===== src/rtl/lane_if.sv =====
// Lane traffic bundle: slow-rate input, game controls and car positions
// shared by the lane engine and its consumers (VGA, collision logic).
interface lane_if #(
    parameter int NUM_CARS = 3
);
    logic                     slow_clk;
    logic                     start;
    logic                     restart;
    logic                     dir;
    logic [1:0]               speed;
    logic [NUM_CARS*10-1:0]   car_x;
    logic                     step_pulse;
    logic [NUM_CARS-1:0]      wrap_pulse;
    logic                     busy;

    modport master (
        output slow_clk, start, restart, dir, speed,
        input  car_x, step_pulse, wrap_pulse, busy
    );

    modport slave (
        input  slow_clk, start, restart, dir, speed,
        output car_x, step_pulse, wrap_pulse, busy
    );
endinterface


===== src/rtl/lane_traffic_ctrl.sv =====
// Per-lane car mover: turns rising edges of a divided clock into step events
// and advances NUM_CARS x-positions with wrap at SCREEN_W.
//
// state | meaning
// IDLE  | lane at initial positions, waiting for start
// WAIT  | start seen, swallowing START_DELAY ticks before moving
// RUN   | every tick moves all cars
// HOLD  | paused by start=0; resumes to RUN without a new delay
module lane_traffic_ctrl #(
    parameter int NUM_CARS    = 3,
    parameter int SCREEN_W    = 640,
    parameter int SPACING     = 200,
    parameter int START_DELAY = 4
) (
    input  logic   clk,
    input  logic   rst_n,
    lane_if.slave  lane
);
    typedef enum logic [1:0] {IDLE, WAIT, RUN, HOLD} state_t;

    localparam logic [10:0] W11 = 11'(SCREEN_W);
    localparam logic [3:0]  DLY = 4'(START_DELAY);

    state_t              state, state_nxt;
    logic [3:0]          delay_cnt, delay_nxt;
    logic                slow_d;
    logic                tick;
    logic                step_nxt;
    logic                step_q;
    logic                busy_q;
    logic [NUM_CARS-1:0] wrap_q;
    logic [10:0]         spd;
    logic [9:0]          pos [NUM_CARS];
    logic [10:0]         mv  [NUM_CARS];

    function automatic logic [9:0] init_pos(input int i);
        return 10'((i * SPACING) % SCREEN_W);
    endfunction

    // Returns {wrapped, new_x}; 11-bit math keeps x+s and x+W-s exact.
    function automatic logic [10:0] move_car(input logic [9:0] x, input logic left,
                                             input logic [10:0] s);
        logic [10:0] xw;
        logic [10:0] n;
        xw = {1'b0, x};
        if (!left) begin
            n = xw + s;
            if (n >= W11) begin
                n = n - W11;
                return {1'b1, n[9:0]};
            end
            return {1'b0, n[9:0]};
        end
        if (xw < s) begin
            n = xw + W11 - s;
            return {1'b1, n[9:0]};
        end
        n = xw - s;
        return {1'b0, n[9:0]};
    endfunction

    assign tick = lane.slow_clk & ~slow_d;
    assign spd  = 11'(lane.speed) + 11'd1;

    always_comb begin
        state_nxt = state;
        delay_nxt = delay_cnt;
        step_nxt  = 1'b0;
        if (lane.restart) begin
            state_nxt = IDLE;
            delay_nxt = 4'd0;
        end else begin
            case (state)
                IDLE: if (lane.start) begin
                    if (DLY == 4'd0) begin
                        state_nxt = RUN;
                    end else begin
                        state_nxt = WAIT;
                        delay_nxt = DLY;
                    end
                end
                WAIT: if (!lane.start) begin
                    state_nxt = HOLD;
                end else if (tick) begin
                    delay_nxt = delay_cnt - 4'd1;
                    if (delay_cnt <= 4'd1) state_nxt = RUN;
                end
                RUN: if (!lane.start) begin
                    state_nxt = HOLD;
                end else if (tick) begin
                    step_nxt = 1'b1;
                end
                HOLD: if (lane.start) state_nxt = RUN;
                default: state_nxt = IDLE;
            endcase
        end
    end

    always_comb begin
        for (int i = 0; i < NUM_CARS; i++) mv[i] = move_car(pos[i], lane.dir, spd);
    end

    always_ff @(posedge clk or negedge rst_n) begin
        if (!rst_n) begin
            state     <= IDLE;
            delay_cnt <= 4'd0;
            slow_d    <= 1'b0;
            step_q    <= 1'b0;
            busy_q    <= 1'b0;
            wrap_q    <= '0;
            for (int i = 0; i < NUM_CARS; i++) pos[i] <= init_pos(i);
        end else begin
            state     <= state_nxt;
            delay_cnt <= delay_nxt;
            slow_d    <= lane.slow_clk;
            step_q    <= step_nxt;
            busy_q    <= (state_nxt == WAIT) || (state_nxt == RUN);
            for (int i = 0; i < NUM_CARS; i++) begin
                wrap_q[i] <= step_nxt & mv[i][10];
                if (lane.restart)  pos[i] <= init_pos(i);
                else if (step_nxt) pos[i] <= mv[i][9:0];
            end
        end
    end

    always_comb begin
        lane.car_x = '0;
        for (int i = 0; i < NUM_CARS; i++) lane.car_x[10*i +: 10] = pos[i];
    end

    assign lane.step_pulse = step_q;
    assign lane.wrap_pulse = wrap_q;
    assign lane.busy       = busy_q;
endmodule


===== src/flat_wrapper.sv =====
// flat-port wrapper written by rule: the top's interface ports become plain ports
module lane_traffic_ctrl_flat 
#(
    parameter int NUM_CARS    = 3,
    parameter int SCREEN_W    = 640,
    parameter int SPACING     = 200,
    parameter int START_DELAY = 4
)
  (clk, rst_n, lane_slow_clk, lane_start, lane_restart, lane_dir, lane_speed, lane_car_x, lane_step_pulse, lane_wrap_pulse, lane_busy);
  lane_if #(.NUM_CARS(NUM_CARS)) lane_i ();
  input  logic clk;
  input  logic rst_n;
  input wire logic [$bits(lane_i.slow_clk)-1:0] lane_slow_clk;
  input wire logic [$bits(lane_i.start)-1:0] lane_start;
  input wire logic [$bits(lane_i.restart)-1:0] lane_restart;
  input wire logic [$bits(lane_i.dir)-1:0] lane_dir;
  input wire logic [$bits(lane_i.speed)-1:0] lane_speed;
  output wire logic [$bits(lane_i.car_x)-1:0] lane_car_x;
  output wire logic [$bits(lane_i.step_pulse)-1:0] lane_step_pulse;
  output wire logic [$bits(lane_i.wrap_pulse)-1:0] lane_wrap_pulse;
  output wire logic [$bits(lane_i.busy)-1:0] lane_busy;
  assign lane_i.slow_clk = lane_slow_clk;
  assign lane_i.start = lane_start;
  assign lane_i.restart = lane_restart;
  assign lane_i.dir = lane_dir;
  assign lane_i.speed = lane_speed;
  assign lane_car_x = lane_i.car_x;
  assign lane_step_pulse = lane_i.step_pulse;
  assign lane_wrap_pulse = lane_i.wrap_pulse;
  assign lane_busy = lane_i.busy;
  lane_traffic_ctrl #(.NUM_CARS(NUM_CARS), .SCREEN_W(SCREEN_W), .SPACING(SPACING), .START_DELAY(START_DELAY)) u_core (.clk(clk), .rst_n(rst_n), .lane(lane_i));
endmodule

===== config.mk =====
export PLATFORM = sky130hd
export DESIGN_NAME = lane_traffic_ctrl_flat
export DESIGN_NICKNAME = d
export VERILOG_FILES = /design/src/rtl/lane_if.sv /design/src/rtl/lane_traffic_ctrl.sv /design/src/flat_wrapper.sv
export SDC_FILE = /design/constraint.sdc
export NUM_CORES = 1
export LEC_CHECK = 0
export CORE_MARGIN = 4
export CORE_UTILIZATION = 36
export CTS_CLUSTER_SIZE = 20
export DETAILED_ROUTE_END_ITERATION = 16
export DONT_BUFFER_PORTS = 1
export PLACE_DENSITY = 0.47
export SLEW_MARGIN = 20
export SYNTH_ARGS = -nofsm -noshare
export SYNTH_HDL_FRONTEND = slang
export SYNTH_SLANG_ARGS = --single-unit

===== constraint.sdc =====
create_clock -name clk -period 3.9 [get_ports clk]
set_clock_uncertainty 0.1 [all_clocks]
set_input_delay 0.195 -clock clk [delete_from_list [all_inputs] [get_ports clk]]
set_output_delay 0.195 -clock clk [all_outputs]
set_load 0.1 [all_outputs]

Yosys cells after proc, flatten, opt, wreduce, memory -nomap -nowiden
Index checks and enable logic that the tools add are counted.
- bits in registers: 42
- input bits: 8
- output and inout bits: 35
- $add $sub $neg: 17
- $lt $le $gt $ge: 7
- eq/ne operators: 8
- mux-type cells: 56
- bitwise operators: 5
- reduce and logical (&&, ||, !) cells: 5
- operator list (cell ; count):
    two-way mux 11 bit ; 18
    two-way mux 10 bit ; 9
    subtractor 10 bit ; 6
    adder 10 x 3 -> 11 bit ; 3
    >= comparator 11 x 10 -> 1 bit, second input constant ; 3
    less-than comparator 10 x 11 -> 1 bit ; 3
    adder 10 bit, second input constant ; 3
    subtractor 10 bit, second input constant ; 3
    two-way mux 1 bit ; 16
    two-way mux 4 bit ; 4
    two-way mux 2 bit ; 7
    one-hot mux 2 bit (4 select lines) ; 1
    one-hot mux 4 bit (2 select lines) ; 1
    equality test 2 bit, second input constant ; 3
    != test 3 bit, second input constant ; 2
    bitwise AND 1 bit ; 4
    equality test 2 x 1 -> 1 bit, second input constant ; 2
    less-or-equal comparator 4 x 1 -> 1 bit, second input constant ; 1
    AND reduction 4 bit ; 1
    subtractor 4 x 1 -> 4 bit, second input constant ; 1
    adder 2 x 1 -> 3 bit, second input constant ; 1
    != test 3 x 2 -> 1 bit, second input constant ; 1
    nonzero test 3 bit ; 1
    zero test 2 bit ; 1
    other kinds (3) ; 3

Logic depth before layout (Yosys ltp)
- word-level depth: 12
- gate-level depth with buffers: 14

Least setup slack after synthesis
OpenSTA, ideal clock, no wires.
- kind: register to register
- start point: register u_core.pos, in the netlist u_core.lane.car_x[20]
- end point: register u_core.pos, in the netlist u_core.lane.car_x[27]
- arrival time: 3.629 ns
- setup slack: 0.106 ns
- stages on the path, launching flop included: 13
- path buffers: 0
- clock period less this slack: 3.794 ns
- path through: dfrtp_1 -> ha_1 -> inv_1 -> fa_1 -> o21ba_2 -> nor2_1 -> xnor2_1 -> ha_1 -> or4_1 -> o211ai_1 -> nand2_1 -> a221o_1 -> nand3_1
- cells in the longest elaborated chain, start to end: 11
- ends and longest elaborated chain (element ; line ; RTL):
    start: declaration ; lane_traffic_ctrl.sv:33 ; logic [9:0] pos [NUM_CARS];
    start signal: indexed assignment ; lane_traffic_ctrl.sv:120 ; if (lane.restart) pos[i] <= init_pos(i);
    start signal: indexed assignment ; lane_traffic_ctrl.sv:121 ; else if (step_nxt) pos[i] <= mv[i][9:0];
    adder 10 x 3 -> 11 bit ; lane_traffic_ctrl.sv:47 ; n = xw + s;
    >= comparator 11 x 10 -> 1 bit ; lane_traffic_ctrl.sv:48 ; if (n >= W11) begin
    two-way mux 1 bit ; lane_traffic_ctrl.sv:48 ;
    two-way mux 1 bit ; lane_traffic_ctrl.sv:46 ; if (!left) begin
    two-way mux 11 bit ; lane_traffic_ctrl.sv:52 ; return {1'b0, n[9:0]};
    two-way mux 11 bit ; lane_traffic_ctrl.sv:46 ;
    two-way mux 11 bit ; lane_traffic_ctrl.sv:54 ; if (xw < s) begin
    two-way mux 11 bit ; lane_traffic_ctrl.sv:58 ; n = xw - s;
    two-way mux 11 bit * ; lane_traffic_ctrl.sv:54 ;
    two-way mux 10 bit * ; lane_traffic_ctrl.sv:121 ;
    two-way mux 10 bit * ; lane_traffic_ctrl.sv:120 ;
Mark *: on every way between the ends. The rest lies on a longest branch, timed or not. The select of a mux whose other input is x is not followed.
A chain may end at the register's enable or synchronous reset.

Final worst setup path
- start point: register u_core.pos, in the netlist u_core.lane.car_x[21]
- end point: register u_core.pos, in the netlist u_core.lane.car_x[27]
Same word-level chain as after synthesis.

==> impl_metrics.ini <==
[die]
rows = 43
io_pins = 43
core-area_um2 = 14000
fp.dieArea_um2 = 16500
start_util_pct = 37.2
die_y_um = 129
die_x_um = 129

[worst_setup_path]
crit_arrival_ps = 3540
r2r_cells = 11
crit_path_start_kind = flip-flop
timing.rr.end = u_core.lane.car_x[27]$_DFFE_PN1P_
crit_type = reg -> reg
r2r_start = u_core.lane.car_x[21]$_DFFE_PN0P_
crit_chain = inv_1 -> fa_1 -> o21ba_2 -> nor2_1 -> xnor2_1 -> ha_1 -> or4_1 -> o211ai_1 -> nand2_1 -> a221o_1 -> nand3_1
cp_max_fo = 6
cp-end-kind = flip-flop
critPathBufInv = 1
critical_path.max_stage_delay_ps = 540
crit_path_top_delay_cell = fa_1
rrSetupSlack_ps = 510
cp_top_family = simple AND/OR/NAND/NOR gates
required_ps = 4050

[drt]
drc = 0
first_pass_iters = 4
routed_wl_um = 16400
viasPerCell = 5.72
post_drt_wl_per_cell_um = 19.2
first_iter_violations = 260
ant_nets = 0
vias = 4889

[final_layout]
fillerInstances = 1428
antenna_cells = 0
drive_above_1_share_pct = 8.90
area_growth_syn_to_layout_pct = 11.7
nets = 764

[yosys]
synth_warnings = 0
synth_nets = 751
synth_cell_types = 72
async_flop_share_pct = 100
synthesis.area_um2 = 5230
syn_avg_cell_area_um2 = 7.92
synth-seq-area-share_pct = 20.2
yosys.area.top_type = dfrtp_1
synth_edf_count = 0
ys.flop_type = dfrtp_1
synth_cells = 660
synth_top_cell_area_share_pct = 17.2
ys_seq_elements = 42
netlist_top_cells_area = dfrtp_1 17%, ha_1 17%, a21oi_1 4.9%, fa_1 4.6%, inv_1 4.5%

[sta]
timing.hold.ws_ps = 30.6
hold_viol = 0
post-route-min-period_ps = 3390
worst_slew_pin_slew_ps = 939
clock.fmax_mhz = 295
fin_ws_ps = 506
relSlewSlack_pct = 37.2
finalSetupViolCount = 0
finalSetupTns_ps = 0
grt_setup_unrepaired = no
slew_violations = 0
finalCritPeriodShare_pct = 87.0

[clock_network]
htree_levels = 2
clk_latency_ps = 300
cts_buffers = 5
cts_sinks = 42
clk_pin_slew_ps = 70
cts_tree = yes
cts_setup_buffers = 0
clock_path_buffers = 2
clockRootBuffer = clkbuf_16

[global_route]
grt_start_max_net_pins = 55
grt_pass1_wl_um = 26500
grtUsageTotal_pct = 20.2
overflow = 0
antenna_found_initial = 0
grt_pass1_vias = 4925

[placed_design]
routabilityCongestion = 0.877
post-place-ws_ps = 384
dp_hpwl_um = 11800
port_buffers = 0

[outcome]
outcome = finished, final reports clean

[hold_path]
worstHoldPathType = in -> reg
min_path_cells = 3
hold_start = lane_dir
hold_end = u_core.lane.car_x[21]$_DFFE_PN0P_

[job]
maxCapViolCount = 0

[power_and_ir_drop]
p_leak_nw = 2.61
powerDensity_nw_per_um2 = 212
ir_drop_mv = 0.164
## logic make-up (layout without fill, tap and decap cells)
family | Yosys count | in the layout | synth area share [%]
mux | 8 | 8 | 1.56
compound gates | 186 | 186 | 23.7
xor+xnor | 34 | 34 | 5.84
fa+ha+maj | 83 | 83 | 21.6
buf+inv | 99 | 113 | 7.42
flops | 42 | 42 | 20.2
simple gates | 208 | 208 | 19.7
## sequential cells by signal, summed over array words and instances (netlist names)
register                count
u_core.delay_cnt            4
u_core.lane.busy            1
u_core.lane.car_x          30
u_core.lane.step_pulse      1
u_core.lane.wrap_pulse      3
u_core.slow_d               1
u_core.state                2
## worst max-delay path by stage
stage / cells past startpoint / to / from / slack (ps)
6_report: 11 / u_core.lane.car_x[27]$_DFFE_PN1P_ / u_core.lane.car_x[21]$_DFFE_PN0P_ / 510
5_1_grt: 11 / u_core.lane.car_x[27]$_DFFE_PN1P_ / u_core.lane.car_x[21]$_DFFE_PN0P_ / 310
4_1_cts: 11 / u_core.lane.car_x[27]$_DFFE_PN1P_ / u_core.lane.car_x[21]$_DFFE_PN0P_ / 520
3_5_place_dp: 13 / u_core.lane.car_x[18]$_DFFE_PN0P_ / lane_speed[0] / 380
3_3_place_gp: 12 / u_core.lane.car_x[27]$_DFFE_PN1P_ / lane_speed[0] / 520
2_1_floorplan: 12 / u_core.lane.car_x[27]$_DFFE_PN1P_ / u_core.lane.car_x[20]$_DFFE_PN0P_ / 110
## stage by stage
stage                     cell area [µm²]  std cells  util, %  power, mW
final                                5840        854     41.6       1.24
after global routing                 5840        854     41.6       1.31
after CTS                            5840        854     41.6       1.26
after detailed placement             5570        839     39.7      0.714
after global placement               5570        839     39.7      0.711
after floorplan                      5230        660        -      0.663
## cell usage in the layout, fill, tap and decap left out, types with 5 or more instances in the layout
cell | Yosys | final
o21ai_0 | 35 | 35
nor2_1 | 58 | 58
dfstp_2 | 6 | 6
or3_1 | 5 | 5
inv_1 | 63 | 63
a211oi_1 | 9 | 9
o31ai_1 | 8 | 8
o211ai_1 | 5 | 5
nand3_1 | 22 | 22
o22ai_1 | 5 | 5
nand2b_1 | 12 | 12
o21bai_1 | 6 | 6
mux2i_1 | 7 | 7
nand2_1 | 49 | 49
a31oi_1 | 10 | 10
dlygate4sd3_1 | 0 | 5
clkbuf_16 | 0 | 5
fa_1 | 12 | 12
buf_4 | 1 | 33
a211o_1 | 8 | 8
nor3_1 | 18 | 18
a21oi_1 | 51 | 51
dfrtp_1 | 36 | 36
xor2_1 | 9 | 9
ha_1 | 71 | 71
nand4_1 | 7 | 7
nor2b_1 | 6 | 6
xnor2_1 | 24 | 24
## Yosys cell counts, drive strengths merged, types with 6 or more instances
cell,instances
clkbuf,22
a211oi,9
nand3,22
nor2b,6
dfstp,6
mux2i,7
buf,12
fa,12
ha,71
dfrtp,36
xor2,9
a21oi,51
o31ai,8
o21bai,6
nor2,59
nor3,18
inv,64
nand2,50
a211o,8
nand2b,12
o21ai,35
a31oi,10
xnor2,25
nand4,7
## layer usage
metal,GRT usage [%],vias up,wire (µm)
li1,-,2371,-
met5,0,-,0
met2,34.5,105,7850
met4,6.18,0,382
met3,3.61,30,753
met1,26.1,2383,7420
## where the power goes
| part | switching (mW) | leakage [nW] | internal [mW] |
|---|---|---|---|
| Sequential | 0.0184 | 0.558 | 0.445 |
| Clock | 0.204 | 0.0842 | 0.304 |
| Combinational | 0.167 | 1.97 | 0.103 |
## worst register-to-register path, stage by stage, from the launching register on
cell and delay, ps:
dfrtp_1 460, inv_1 100, fa_1 540, o21ba_2 290, nor2_1 230, xnor2_1 110
ha_1 280, or4_1 510, o211ai_1 200, nand2_1 100, a221o_1 340, nand3_1 80
## layout make-up
class | instances | area (µm²) | share of cell area (%)
Multi-Input combinational cell | 519 | 3800 | 65.0
Sequential cell | 42 | 1060 | 18.1
Timing Repair Buffer | 40 | 345 | 5.91
Inverter | 65 | 244 | 4.18
Tap cell | 180 | 225 | 3.86
Clock buffer | 5 | 125 | 2.14
Clock inverter | 3 | 43.8 | 0.750
## what timing repair did
item                                   CTS  global route
endpoints found under the hold margin   72             0
hold buffers                             7             0
resized for setup                        0             0
No activity file was read; power rests on OpenSTA's default activity.
